[config.mk]
export PLATFORM = sky130hd
export DESIGN_NAME = ram_arbiter
export DESIGN_NICKNAME = d
export VERILOG_FILES = /design/src/rtl/ram_arbiter.sv
export SDC_FILE = /design/constraint.sdc
export NUM_CORES = 1
export LEC_CHECK = 0
export CORE_MARGIN = 5
export CORE_UTILIZATION = 41
export DETAILED_ROUTE_END_ITERATION = 7
export PLACE_DENSITY = 0.89
export SYNTH_ARGS = -nofsm -noshare
export SYNTH_HDL_FRONTEND = slang
export SYNTH_SLANG_ARGS = --single-unit
[constraint.sdc]
create_clock -name clk -period 2.21 [get_ports clk]
set_clock_uncertainty 0.1 [all_clocks]
set_input_delay 0.663 -clock clk [delete_from_list [all_inputs] [get_ports clk]]
set_output_delay 0.663 -clock clk [all_outputs]
set_load 0.01 [all_outputs]
[src/rtl/ram_arbiter.sv]
// Two-requester arbiter in front of a single-port word RAM with a registered read port.
// Partial-strobe writes are done as read-modify-write; full-word writes take one RAM cycle.
module ram_arbiter #(
  parameter int FAIR = 1
) (
  input  logic        clk,
  input  logic        rst,

  input  logic        m0_req,
  input  logic        m0_we,
  input  logic [31:0] m0_addr,
  input  logic [31:0] m0_wdata,
  input  logic [3:0]  m0_wstrb,
  output logic        m0_ack,
  output logic [31:0] m0_rdata,

  input  logic        m1_req,
  input  logic        m1_we,
  input  logic [31:0] m1_addr,
  input  logic [31:0] m1_wdata,
  input  logic [3:0]  m1_wstrb,
  output logic        m1_ack,
  output logic [31:0] m1_rdata,

  output logic        ram_ena,
  output logic        ram_rw,
  output logic [31:0] ram_addr,
  output logic [31:0] ram_wdata,
  input  logic [31:0] ram_rdata,

  // FSM state for checkers: 0 IDLE, 1 RD_ISSUE, 2 RD_RESP, 3 WR, 4 MERGE
  output logic [2:0]  dbg_state
);

  localparam logic MEM_READ  = 1'b0;
  localparam logic MEM_WRITE = 1'b1;

  // Handshake: a requester holds req (and its we/addr/wdata/wstrb) until it sees a
  // one-cycle ack; req still high in the cycle after ack is taken as a new request.
  typedef enum logic [2:0] {
    IDLE     = 3'd0,
    RD_ISSUE = 3'd1,
    RD_RESP  = 3'd2,
    WR       = 3'd3,
    MERGE    = 3'd4
  } state_t;

  state_t      state_q, state_d;
  logic        grant_q;
  logic        last_m1_q;
  logic        we_q;
  logic [31:0] addr_q;
  logic [31:0] wdata_q;
  logic [3:0]  wstrb_q;
  logic [31:0] m0_rdata_q, m1_rdata_q;

  logic        any_req;
  logic        pick_m1;
  logic        sel_we;
  logic [31:0] sel_addr;
  logic [31:0] sel_wdata;
  logic [3:0]  sel_wstrb;
  logic [31:0] merged;
  logic        ack_int;
  logic        ena_int;

  assign any_req = m0_req | m1_req;
  // Round-robin hands a contended slot to whoever did not win last time.
  assign pick_m1 = m1_req & (~m0_req | ((FAIR != 0) & ~last_m1_q));

  assign sel_we    = pick_m1 ? m1_we    : m0_we;
  assign sel_addr  = pick_m1 ? m1_addr  : m0_addr;
  assign sel_wdata = pick_m1 ? m1_wdata : m0_wdata;
  assign sel_wstrb = pick_m1 ? m1_wstrb : m0_wstrb;

  always_ff @(posedge clk) begin
    if (rst) begin
      state_q    <= IDLE;
      grant_q    <= 1'b0;
      last_m1_q  <= 1'b1;
      we_q       <= 1'b0;
      addr_q     <= 32'h0;
      wdata_q    <= 32'h0;
      wstrb_q    <= 4'h0;
      m0_rdata_q <= 32'h0;
      m1_rdata_q <= 32'h0;
    end else begin
      state_q    <= state_d;
      m0_rdata_q <= m0_rdata;
      m1_rdata_q <= m1_rdata;
      if (state_q == IDLE && any_req) begin
        grant_q   <= pick_m1;
        last_m1_q <= pick_m1;
        we_q      <= sel_we;
        addr_q    <= sel_addr & 32'hFFFF_FFFC;
        wdata_q   <= sel_wdata;
        wstrb_q   <= sel_wstrb;
      end
    end
  end

  always_comb begin
    state_d = state_q;
    case (state_q)
      IDLE: begin
        if (any_req) begin
          if (sel_we && (sel_wstrb == 4'hF || sel_wstrb == 4'h0)) state_d = WR;
          else                                                    state_d = RD_ISSUE;
        end
      end
      RD_ISSUE: state_d = we_q ? MERGE : RD_RESP;
      default:  state_d = IDLE;
    endcase
  end

  always_comb begin
    merged = ram_rdata;
    for (int i = 0; i < 4; i++) begin
      if (wstrb_q[i]) merged[8*i +: 8] = wdata_q[8*i +: 8];
    end
  end

  always_comb begin
    ena_int   = 1'b0;
    ram_rw    = MEM_READ;
    ack_int   = 1'b0;
    ram_wdata = wdata_q;
    case (state_q)
      RD_ISSUE: ena_int = 1'b1;
      RD_RESP:  ack_int = 1'b1;
      WR: begin
        // A zero-strobe write completes without touching the RAM.
        ena_int = (wstrb_q != 4'h0);
        ram_rw  = MEM_WRITE;
        ack_int = 1'b1;
      end
      MERGE: begin
        ena_int   = 1'b1;
        ram_rw    = MEM_WRITE;
        ram_wdata = merged;
        ack_int   = 1'b1;
      end
      default: ;
    endcase
  end

  // Reset kills an in-flight access immediately, not at the next edge.
  assign ram_ena  = ena_int & ~rst;
  assign m0_ack   = ack_int & ~grant_q & ~rst;
  assign m1_ack   = ack_int &  grant_q & ~rst;
  assign ram_addr = addr_q;

  assign m0_rdata = (state_q == RD_RESP && !grant_q) ? ram_rdata : m0_rdata_q;
  assign m1_rdata = (state_q == RD_RESP &&  grant_q) ? ram_rdata : m1_rdata_q;

  assign dbg_state = state_q;

endmodule

==> flow_summary.html <==
<table>
<tr><th>Metric</th><th>Value</th></tr>
<tr><th colspan="2">Status</th></tr>
<tr><td>Violations in the final reports</td><td>negative setup slack</td></tr>
<tr><td>Run status</td><td>finished, violations left</td></tr>
<tr><th colspan="2">Drt</th></tr>
<tr><td>Total via count after detailed routing</td><td>between 6,000 and 7,000</td></tr>
<tr><td>Via count normalized by instance count</td><td>a little over 5</td></tr>
<tr><td>Number of DRC markers in iteration 0</td><td>219</td></tr>
<tr><td>Final wirelength</td><td>~24,000 um</td></tr>
<tr><td>Routed WL per cell</td><td>between 20 and 25 um</td></tr>
<tr><td>Final routed DRC violation total</td><td>0</td></tr>
<tr><td>Remaining number of nets flagged by the antenna check after routing</td><td>0</td></tr>
<tr><td>Number of optimization iterations in the first detailed-route pass</td><td>4</td></tr>
<tr><th colspan="2">Worst setup path</th></tr>
<tr><td>Worst path top cell family by delay</td><td>buffers and inverters</td></tr>
<tr><td>Delay of the slowest cell on the worst path</td><td>about 0.36 ns</td></tr>
<tr><td>Critical setup path kind</td><td>register to primary output</td></tr>
<tr><td>Worst path slowest cell</td><td>dfxtp_4</td></tr>
<tr><td>Worst reg2reg path startpoint</td><td>dbg_state[0]</td></tr>
<tr><td>Worst setup slack for register-to-register paths</td><td>between 0.3 and 0.4 ns</td></tr>
<tr><td>Crit. End Element</td><td>primary output</td></tr>
<tr><td>Reg2Reg Capture Point</td><td>m0_rdata_q[10]</td></tr>
<tr><td>Dominant cell type by count on the critical path</td><td>buf_6</td></tr>
<tr><td>Endpoint arrival time on the critical path</td><td>between 1.5 and 2 ns</td></tr>
<tr><td>Sort of element at the start of the critical path</td><td>register</td></tr>
<tr><td>Worst Path Required</td><td>around 1.5 ns</td></tr>
<tr><td>Logic depth of the worst register-to-register path</td><td>8</td></tr>
<tr><td>Series of cell instances along the critical path</td><td>buf_6, nor3_4, buf_6, buf_8, buf_4, mux2_4, buf_6</td></tr>
<tr><td>Critical path buffer and inverter count</td><td>5</td></tr>
<tr><td>Biggest fanout along the worst timing path</td><td>7</td></tr>
<tr><th colspan="2">Placement</th></tr>
<tr><td>Placement Setup Slack</td><td>-0.482 ns</td></tr>
<tr><td>Count of input and output buffers</td><td>approximately 300</td></tr>
<tr><td>Final GP Congestion</td><td>roughly 0.8</td></tr>
<tr><td>HPWL reported at the end of detailed placement</td><td>about 15,000 um</td></tr>
<tr><th colspan="2">Layout</th></tr>
<tr><td>Share of layout cells above drive strength 1</td><td>about two fifths</td></tr>
<tr><td>Area growth, synth to finish</td><td>82.4%</td></tr>
<tr><td>Layout net count</td><td>~1,100</td></tr>
<tr><td>Antenna Cells</td><td>0</td></tr>
<tr><td>Share of the core filled with cells</td><td>75.4%</td></tr>
<tr><th colspan="2">Floorplan</th></tr>
<tr><td>Number of I/O pins</td><td>~310</td></tr>
<tr><td>Height of the die</td><td>between 100 and 150 um</td></tr>
<tr><td>Initial core utilization</td><td>41.3%</td></tr>
<tr><td>Placement row count</td><td>46</td></tr>
<tr><td>Area of the die</td><td>around 0.018 mm2</td></tr>
<tr><td>Floorplan core area</td><td>0.0157 mm2</td></tr>
<tr><td>Chip width</td><td>between 100 and 150 um</td></tr>
<tr><th colspan="2">Yosys</th></tr>
<tr><td>Dominant cells by area after synthesis</td><td>dfxtp_1 (42%), mux2_2 (17%), a211oi_2 (11%)</td></tr>
<tr><td>Cell with the most instances after synthesis</td><td>dfxtp_1</td></tr>
<tr><td>Largest area contributor in the netlist</td><td>dfxtp_1</td></tr>
<tr><td>Count of flip-flops with a built-in enable after synthesis</td><td>0</td></tr>
<tr><td>Top cells by count, synth</td><td>dfxtp_1 (136), mux2_2 (96), nor2_1 (71)</td></tr>
<tr><td>Area fraction of the dominant cell type after synthesis</td><td>between 40% and 50%</td></tr>
<tr><td>Unique cell type count in the Yosys netlist</td><td>29</td></tr>
<tr><td>Synthesis warning total</td><td>0</td></tr>
<tr><td>Share of synthesized area occupied by flip-flops and latches</td><td>around two fifths</td></tr>
<tr><td>Synth Flop Type</td><td>dfxtp_1</td></tr>
<tr><td>Post-synthesis instance total</td><td>slightly below 600</td></tr>
<tr><td>Netlist area before placement</td><td>0.00649 mm2</td></tr>
<tr><td>Yosys reg bits</td><td>roughly 140</td></tr>
<tr><td>Proportion of register bits with asynchronous set or reset after synthesis</td><td>0%</td></tr>
<tr><td>Mean cell area of the mapped netlist</td><td>about 11 um2</td></tr>
<tr><th colspan="2">Hold path</th></tr>
<tr><td>Startpoint of the tightest hold check path</td><td>wdata_q[31]</td></tr>
<tr><td>Worst hold path endpoint</td><td>wdata_q[31]</td></tr>
<tr><td>Worst hold path depth</td><td>2</td></tr>
<tr><td>Worst Hold Class</td><td>register to register</td></tr>
<tr><th colspan="2">Clock network</th></tr>
<tr><td>Cell at the root of the clock tree</td><td>clkbuf_16</td></tr>
<tr><td>Total of hold buffers inserted after clock tree synthesis</td><td>0</td></tr>
<tr><td>Number of buffers created by CTS</td><td>17</td></tr>
<tr><td>Clock Path Buffers</td><td>2</td></tr>
<tr><td>H-tree depth</td><td>4</td></tr>
<tr><td>Worst-path clk slew</td><td>about 0.06 ns</td></tr>
<tr><td>TritonCTS clock tree</td><td>yes</td></tr>
<tr><td>Clock sinks</td><td>136</td></tr>
<tr><td>Clock latency on the worst-skew pair</td><td>0.41 ns</td></tr>
<tr><th colspan="2">Global route</th></tr>
<tr><td>Global-route wire length before repair</td><td>35,700 um</td></tr>
<tr><td>Via count of the first global-routing pass</td><td>between 6,000 and 7,000</td></tr>
<tr><td>Largest net degree at the start of global routing</td><td>75</td></tr>
<tr><td>GRT overflow</td><td>0</td></tr>
<tr><td>Global Route Usage Sum</td><td>25.0%</td></tr>
<tr><td>Number of antenna violations at the first check in global routing</td><td>0</td></tr>
<tr><th colspan="2">Timing</th></tr>
<tr><td>Tcrit/Tclk final</td><td>123%</td></tr>
<tr><td>Final Hold Violating Endpoints</td><td>0</td></tr>
<tr><td>Slew Viols, Final</td><td>0</td></tr>
<tr><td>PnR worst setup slack</td><td>-0.498 ns</td></tr>
<tr><td>Setup repair after global routing missed its margin</td><td>yes</td></tr>
<tr><td>Transition time at the pin with the least slew margin</td><td>between 1 and 1.5 ns</td></tr>
<tr><td>Final critical delay including setup and external delays</td><td>~2.7 ns</td></tr>
<tr><td>Finish-stage setup viols</td><td>100</td></tr>
<tr><td>Max_slew headroom</td><td>between 30% and 40%</td></tr>
<tr><td>Maximum operating frequency</td><td>between 0.3 and 0.4 GHz</td></tr>
<tr><th colspan="2">Flow run</th></tr>
<tr><td>Max-cap violations</td><td>0</td></tr>
<tr><th colspan="2">Power</th></tr>
<tr><td>Power density relative to cell area</td><td>719 mW/mm2</td></tr>
<tr><td>Total power</td><td>around 8500 uW</td></tr>
<tr><td>Leakage power summed over all cells</td><td>0.00490 uW</td></tr>
<tr><td>Worst-case vdd ir drop</td><td>481 uV</td></tr>
</table>
sequential cells by signal, indices dropped and copies added, names as in the netlist:
register and cells:
m0_rdata_q 32, m1_rdata_q 32, wdata_q 32, ram_addr 30
wstrb_q 4, dbg_state 3, grant_q 1, last_m1_q 1
we_q 1
placed cells by master, fill, tap and decap left out, types with 3 or more instances in the layout:
cell type,instances
bufinv_16,4
dfxtp_1,132
or4_1,3
buf_12,18
mux2i_1,67
nor2_1,70
dlygate4sd2_1,3
buf_6,129
buf_4,47
nand2_1,8
clkdlybuf4s50_1,198
mux2_4,95
nor2_4,5
buf_8,3
clkbuf_8,3
clkinvlp_4,3
a211oi_1,9
buf_2,3
clkbuf_16,18
a211oi_2,60
nor2b_1,64
routing by layer:
layer  vias to the layer above  wire, um  global-route usage (%)
met3                        46      2000                    7.88
met1                      2897      8790                    26.0
met2                       245     12600                    46.8
met5                         -         0                       0
met4                         0       718                    9.18
li1                       2822         -                       -
through the flow:
stage	area, um2	TNS (ns)	hold slack (ns)	instances
after floorplan	6490	0	0.332	585
after global placement	10100	-54.62	0.363	1113
after detailed placement	10100	-58.78	0.374	1113
after CTS	11700	-43.54	0.379	1188
after global routing	11800	-44.50	0.431	1191
final	11800	-38.24	0.408	1191
worst min-delay path: stages (launching register included):
cell and delay [ns]:
dfxtp_1 0.31, nor2_1 0.10, a211oi_1 0.05
power by group:
group	switching [uW]	internal [uW]	leakage (uW)	total (uW)
Sequential	143	2690	0.00112	2830
Clock	1090	1980	0.000305	3070
Combinational	1110	1510	0.00348	2620
what timing repair did:
action	in CTS	in global routing
endpoints found under the setup margin	103	100
cloned	5	1
resized for setup	643	45
pin swaps	12	8
setup buffers	40	9
worst max-delay path by stage:
| stage | start | endpoint | cells after the start |
|---|---|---|---|
| 2_1_floorplan | dbg_state[0] | ram_wdata[0] | 4 |
| 3_3_place_gp | ram_rdata[30] | m0_rdata[30] | 3 |
| 3_5_place_dp | ram_rdata[30] | m1_rdata[30] | 3 |
| 4_1_cts | dbg_state[2] | m1_rdata[9] | 8 |
| 5_1_grt | dbg_state[0] | m0_rdata[31] | 7 |
| 6_report | dbg_state[0] | m0_rdata[31] | 7 |
area by class of cell:
type | count | area, um2
repair buffers | 403 | 4290
inverters | 1 | 3.75
flip-flops and latches | 136 | 2730
multi-input cells | 403 | 3910
well taps | 216 | 270
fillers | 988 | 3870
clock inverters | 11 | 170
clock buffers | 21 | 470
cell families after synthesis:
kind of cell | Yosys count | synth area share, %
buffers and inverters | 46 | 4.84
muxes | 163 | 27.0
DFF | 136 | 41.9
AOI/OAI and AO/OA | 75 | 13.0
other | 1 | 0.0578
and+or+nand+nor | 163 | 13.2
Power figures use the tool's default switching activity.
